$ cat src/rtl/bcd_to_bin_seq.sv
// Sequential BCD-to-binary converter. Each clock takes one digit, most significant first,
// and folds it into the running value with acc*10 + digit. It also flags any nibble above 9.
module bcd_to_bin_seq #(
    parameter int DIGITS = 4,
    parameter int BIN_W  = 14
) (
    input  logic                  clk,
    input  logic                  rst_n,
    input  logic                  start,
    input  logic [4*DIGITS-1:0]   bcd_in,
    output logic                  busy,
    output logic                  done,
    output logic [BIN_W-1:0]      bin_out,
    output logic                  err
);

    localparam int CNT_W = (DIGITS > 1) ? $clog2(DIGITS) : 1;
    localparam int ACC_W = BIN_W + 4;
    localparam logic [CNT_W-1:0] LAST_CNT = CNT_W'(DIGITS - 1);

    typedef enum logic [1:0] {
        IDLE = 2'd0,
        CONV = 2'd1,
        DONE = 2'd2
    } state_t;

    state_t               state_q, state_d;
    logic [4*DIGITS-1:0]  shadow_q, shadow_d;
    logic [BIN_W-1:0]     acc_q, acc_d;
    logic [CNT_W-1:0]     cnt_q, cnt_d;
    logic                 errAcc_q, errAcc_d;
    logic [BIN_W-1:0]     binOut_q, binOut_d;
    logic                 err_q, err_d;

    logic [3:0]           digit;
    logic [BIN_W-1:0]     accNext;
    logic                 errNext;

    // The shadow word shifts left once per digit, so the current digit is always the top nibble.
    assign digit   = shadow_q[4*DIGITS-1 -: 4];
    assign accNext = BIN_W'(({4'b0000, acc_q} << 3) + ({4'b0000, acc_q} << 1)
                            + ACC_W'(digit));
    assign errNext = errAcc_q | (digit > 4'd9);

    always_comb begin
        state_d  = state_q;
        shadow_d = shadow_q;
        acc_d    = acc_q;
        cnt_d    = cnt_q;
        errAcc_d = errAcc_q;
        binOut_d = binOut_q;
        err_d    = err_q;

        case (state_q)
            IDLE: begin
                if (start) begin
                    state_d  = CONV;
                    shadow_d = bcd_in;
                    acc_d    = '0;
                    cnt_d    = '0;
                    errAcc_d = 1'b0;
                end
            end
            CONV: begin
                shadow_d = shadow_q << 4;
                acc_d    = accNext;
                errAcc_d = errNext;
                cnt_d    = cnt_q + CNT_W'(1);
                if (cnt_q == LAST_CNT) begin
                    state_d  = DONE;
                    cnt_d    = '0;
                    binOut_d = errNext ? '0 : accNext;
                    err_d    = errNext;
                end
            end
            DONE: begin
                // A start request in this state begins a new conversion immediately.
                if (start) begin
                    state_d  = CONV;
                    shadow_d = bcd_in;
                    acc_d    = '0;
                    cnt_d    = '0;
                    errAcc_d = 1'b0;
                end else begin
                    state_d = IDLE;
                end
            end
            default: state_d = IDLE;
        endcase
    end

    always_ff @(posedge clk or negedge rst_n) begin
        if (!rst_n) begin
            state_q  <= IDLE;
            shadow_q <= '0;
            acc_q    <= '0;
            cnt_q    <= '0;
            errAcc_q <= 1'b0;
            binOut_q <= '0;
            err_q    <= 1'b0;
        end else begin
            state_q  <= state_d;
            shadow_q <= shadow_d;
            acc_q    <= acc_d;
            cnt_q    <= cnt_d;
            errAcc_q <= errAcc_d;
            binOut_q <= binOut_d;
            err_q    <= err_d;
        end
    end

    assign busy    = (state_q != IDLE);
    assign done    = (state_q == DONE);
    assign bin_out = binOut_q;
    assign err     = err_q;

endmodule

$ cat config.mk
export PLATFORM = sky130hd
export DESIGN_NAME = bcd_to_bin_seq
export DESIGN_NICKNAME = d
export VERILOG_FILES = /design/src/rtl/bcd_to_bin_seq.sv
export SDC_FILE = /design/constraint.sdc
export NUM_CORES = 1
export LEC_CHECK = 0
export ABC_AREA = 1
export CAP_MARGIN = 25
export CELL_PAD_IN_SITES_DETAIL_PLACEMENT = 1
export CELL_PAD_IN_SITES_GLOBAL_PLACEMENT = 2
export CORE_AREA = 3 3 69 136
export DETAILED_ROUTE_END_ITERATION = 7
export DIE_AREA = 0 0 72 139
export DONT_BUFFER_PORTS = 1
export PLACE_DENSITY_LB_ADDON = 0.1
export SYNTH_ARGS = -nofsm -noshare
export SYNTH_HDL_FRONTEND = slang
export SYNTH_SLANG_ARGS = --single-unit
$ cat constraint.sdc
create_clock -name clk -period 2.1 [get_ports clk]
set_input_delay 0.63 -clock clk [delete_from_list [all_inputs] [get_ports clk]]
set_output_delay 0.63 -clock clk [all_outputs]
set_load 0.03 [all_outputs]
# == Word-level counts from Yosys, hierarchy flattened ==
# Cells that the tools add are included.
# totals
regBits,49
word_cells,39
# classes
addsub,3
reduce_logical,7
muxes,14
eq_ne,6
bitwise,1
order_cmp,1
# ops
operator,count
case mux 16 bit (2 select lines),1
case mux 13 bit (2 select lines),1
2-to-1 mux 16 bit,1
adder 14 bit,1
adder 14 x 4 -> 14 bit,1
2-to-1 mux 14 bit,1
2-to-1 mux 13 bit,1
2-to-1 mux 2 bit,4
case mux 2 bit (3 select lines),1
AND reduction 2 bit,3
"== test 2 bit, second input constant",2
"greater-than comparator 4 bit, second input constant",1
"inequality test 2 bit, second input constant",2
case mux 2 bit (2 select lines),1
nonzero test 2 bit,2
"adder 2 x 1 -> 2 bit, second input constant",1
"== test 2 x 1 -> 1 bit, second input constant",1
logical NOT 2 bit,1
2-to-1 mux 1 bit,2
"inequality test 2 x 1 -> 1 bit, second input constant",1
case mux 1 bit (2 select lines),1
OR reduction 2 bit,1
OR 1 bit,1

# == Depth between registers and ports, before layout ==
# logic_depth
word_depth,4
ltp_mapped,13

# == Worst setup path after synthesis ==
# No wires, ideal clock.
# synth_path
kind,register to register
from,register shadow_q[15]
to,"register binOut_q[7], in the netlist bin_out[7]"
synth_period_minus_slack_ns,2.124
arrival_time_ns,2.007
setup_slack_ns,-0.024
required_time_ns,1.983
setup_ns,0.117
stages_incl_launch_ff,12
cell_sequence,dfrtp_1 > inv_1 > fa_1 > inv_1 > ha_1 > nand3_1 > nand3_1 > nand2_1 > nand2_1 > or2_2 > nand3_1 > nand2_1
# synth_between
elab_chain_cells,3
# synth_rtl
element,line_no,source
"start, declared",28,"logic [4*DIGITS-1:0] shadow_q, shadow_d;"
"start signal, assigned",103,shadow_q <= shadow_d;
branches (longest 2 deep; another with adder 14 x 4 -> 14 bit),--,
2-to-1 mux 14 bit (*),72,binOut_d = errNext ? '0 : accNext;
"end signal, assigned",107,binOut_q <= binOut_d;
"end, declared",32,"logic [BIN_W-1:0] binOut_q, binOut_d;"
# Mark *: on every way between the ends.
# A chain may end at the register's enable or synchronous reset.

# == Final worst setup path ==
# layout_path
from,register acc_q[6]
to,register acc_q[11]
# layout_between
elab_chain_cells,3
# layout_rtl
element,line_no,source
"start, declared",29,"logic [BIN_W-1:0] acc_q, acc_d;"
"start signal, assigned",96,acc_q <= '0;
"start signal, assigned",104,acc_q <= acc_d;
adder 14 bit,41,"assign accNext = BIN_W'(({4'b0000, acc_q} << 3) + ({4'b0000, acc_q} << 1)"
adder 14 x 4 -> 14 bit,42,+ ACC_W'(digit));
case mux 13 bit (2 select lines),54,case (state_q)
# No other way between the ends.

==> flow_summary_export.csv <==
group,metric,value,unit
worst_setup_path,worst-r2r-cell-count,8,
sta,hold_viol_final,0,
sta,setup_tns,0,ps
synth,syn-num-nets,387,
place,dp.final_hpwl,6.148,mm
clock_network,clock_path_buffers,2,
worst_setup_path,cpMaxStageDelayCell,"dfrtp_1",
detailed_routing,route.vias.total,2359,
grt,grt_overflow,0,
detailed_routing,routed_wl,8.097,mm
worst_setup_path,rr_endpoint,"acc_q[11]$_DFFE_PN0P_",
sta,hold_ws,28.06,ps
die,row_count,48,
clock_network,cts-root-buf,"clkbuf_16",
synth,syn-instance-count,343,
detailed_routing,antenna_left,0,
clock_network,tritoncts,"built",
worst_setup_path,cp_data_required_time,2330,ps
place,port_buffers,0,
sta,setup_viol,0,
die,pin_count,36,
cells_and_area,stdcell_count,471,
place,place_inst,457,
die,dieArea,0.01001,mm2
synth,yosysUniqueCellTypes,32,
grt,grt_max_degree,50,
clock_network,cts_num_sinks,49,
place,place.gp.congestion,0.7674,
cells_and_area,multi_input_comb_area,0.001588,mm2
sta,relSlewSlack,76.49,%
sta,fmax,481.0,MHz
job,cap_viol_max_count,0,
worst_setup_path,path_cells,"ha_1 > ha_2 > nand2_1 > nor2_1 > nand3_2 > nand4_1 > nand3_1 > nand2_1",
cells_and_area,n_antenna_cell,0,
clock_network,htreeDepth,2,
synth,yosysWarnings,0,
cells_and_area,fillers,1014,
sta,period_minus_slack,2079,ps
status,status,"finished clean",
worst_setup_path,cp_slowest_stage_delay,440,ps
clock_network,cts_hold_buf,0,
synth,syn_area_per_cell,8.281,um2
die,start_util,33.07,%
sta,rsz0062_at_grt,"yes",
hold_path,hp-class,"in2async",
grt,antenna_found_initial,0,
clock_network,path_clk_slew,70,ps
cells_and_area,area_growth,23.13,%
sta,fin_skew,7.172,ps
grt,grt_pass1_wl,13.14,mm
sta,tightest_slew,352.6,ps
synth,yosys_register_bits,49,
worst_setup_path,path_common_cell,"nand2_1",
synth,syn_area,0.002840,mm2
worst_setup_path,cp_num_buf_inv,0,
die,core,0.008588,mm2
detailed_routing,avgViaCountPerCell,5.008,
worst_setup_path,crit_path_start_kind,"flop",
die,die_width,72,um
worst_setup_path,worst-setup-path-type,"reg2reg",
detailed_routing,firstDrtPassIters,4,
worst_setup_path,crit_fanout,4,
grt,grt_pass1_vias,2564,
cells_and_area,seq_area,0.001226,mm2
detailed_routing,first_iter_violations,74,
die,die_h,139,um
clock_network,cts_buffers,5,
worst_setup_path,cp.arrival,2310,ps
clock_network,clock_latency,290,ps
worst_setup_path,crit_family,"simple AND/OR/NAND/NOR gates",
cells_and_area,drive_gt1_share,24.80,%
detailed_routing,drc_errors,0,
worst_setup_path,end_kind,"flop",
detailed_routing,drt-wirelength-per-cell,17.19,um
grt,track_usage,17.31,%
worst_setup_path,rrSetupSlack,20,ps
cells_and_area,fin_nets,415,
synth,seq_area_frac_synth,43.17,%
worst_setup_path,r2r_start,"acc_q[6]$_DFFE_PN0P_",
sta,fin_crit_sh,99.00,%
sta,drv_slew,0,
-- final cells by class --
class / count / area share, %
clock buffers: 5 / 3.578
clock inverters: 2 / 1.002
inverters: 45 / 5.045
multi-input cells: 241 / 45.40
flip-flops and latches: 49 / 35.06
well taps: 100 / 3.578
repair buffers: 29 / 6.333
-- worst max path at each step --
stage	from	end	slack, ps	cells past startpoint
floorplan	shadow_q[15]$_DFFE_PN0P_	bin_out[7]$_DFFE_PN0P_	10	11
global placement	acc_q[2]$_DFFE_PN0P_	acc_q[8]$_DFFE_PN0P_	-140	9
detailed placement	acc_q[2]$_DFFE_PN0P_	acc_q[8]$_DFFE_PN0P_	-160	9
CTS	acc_q[0]$_DFFE_PN0P_	acc_q[8]$_DFFE_PN0P_	-4	11
global route	acc_q[2]$_DFFE_PN0P_	bin_out[13]$_DFFE_PN0P_	-80	12
finish	acc_q[6]$_DFFE_PN0P_	acc_q[11]$_DFFE_PN0P_	20	8
-- cell families after synthesis --
family                     after synthesis  share of synthesized area [%]
xor gates and xnor gates                 4                          1.234
DFF                                     49                          43.17
buffers and inverters                   53                          8.987
adders and majority gates               25                          11.54
and+or+nand+nor                        167                          25.46
AOI/OAI and AO/OA                       45                          9.603
-- registers in the layout (all words and copies together), names as in the netlist --
register and count:
err 1, shadow_q 16, errAcc_q 1, bin_out 14, acc_q 13, state_q 2, cnt_q 2
-- what timing repair did --
item / CTS / global route
endpoints found under the setup margin: 15 / 17
endpoints found under the hold margin: 0 / 0
pin swaps: 4 / 18
setup buffers: 0 / 7
gates resized for setup: 15 / 40
-- metal layers --
| metal | track usage [%] | up-vias | share of wire, % |
|---|---|---|---|
| met3 | 2.467 | 16 | 2.4 |
| met4 | 6.343 | 0 | 2.8 |
| li1 | - | 1149 | - |
| met1 | 17.88 | 1154 | 36 |
| met5 | 0 | - | 0 |
| met2 | 33.59 | 40 | 58 |
-- cells in the mapped netlist, drive strengths merged --
library cell	count	share of area [%]
inv	45	6.2
dfrtp	49	43
o21ai	21	3.7
a31oi	9	2.2
or2	2	0.44
nand3	18	3.2
a21oi	4	0.70
buf	6	2.5
a211oi	1	0.26
o22ai	2	0.44
nand3b	3	0.79
nand4	3	0.66
o211ai	3	0.79
nor2	23	4.3
a22o	4	1.2
fa	2	1.4
xnor2	1	0.31
nand2	118	16
xor2	3	0.93
o21a	1	0.26
clkbuf	2	0.26
ha	23	10
-- placed cells by master (no fill, tap or decap), types with 4 or more instances in the layout --
| master | count |
|---|---|
| nand2_1 | 104 |
| dfrtp_1 | 49 |
| inv_1 | 38 |
| buf_4 | 28 |
| ha_1 | 16 |
| nor2_1 | 15 |
| o21ai_0 | 15 |
| nand2_2 | 12 |
| a31oi_1 | 8 |
| nand3_1 | 8 |
| nand3_2 | 7 |
| inv_2 | 5 |
| ha_4 | 5 |
| clkbuf_16 | 5 |
| nor2_2 | 4 |
| a22o_1 | 4 |
| o21ai_1 | 4 |
-- through the flow --
| step | area, um2 | worst slack, ps | util [%] |
|---|---|---|---|
| after CTS | 3264 | -4.418 | 38.01 |
| after floorplan | 2845 | 9.708 | - |
| after detailed placement | 3057 | -163.4 | 35.59 |
| after global placement | 3057 | -135.1 | 35.59 |
| after global routing | 3497 | -80.55 | 40.72 |
| final | 3497 | 21.05 | 40.72 |
Power is not shown: default switching activity piles up to over one toggle a cycle in this logic, so the estimate is an artifact.
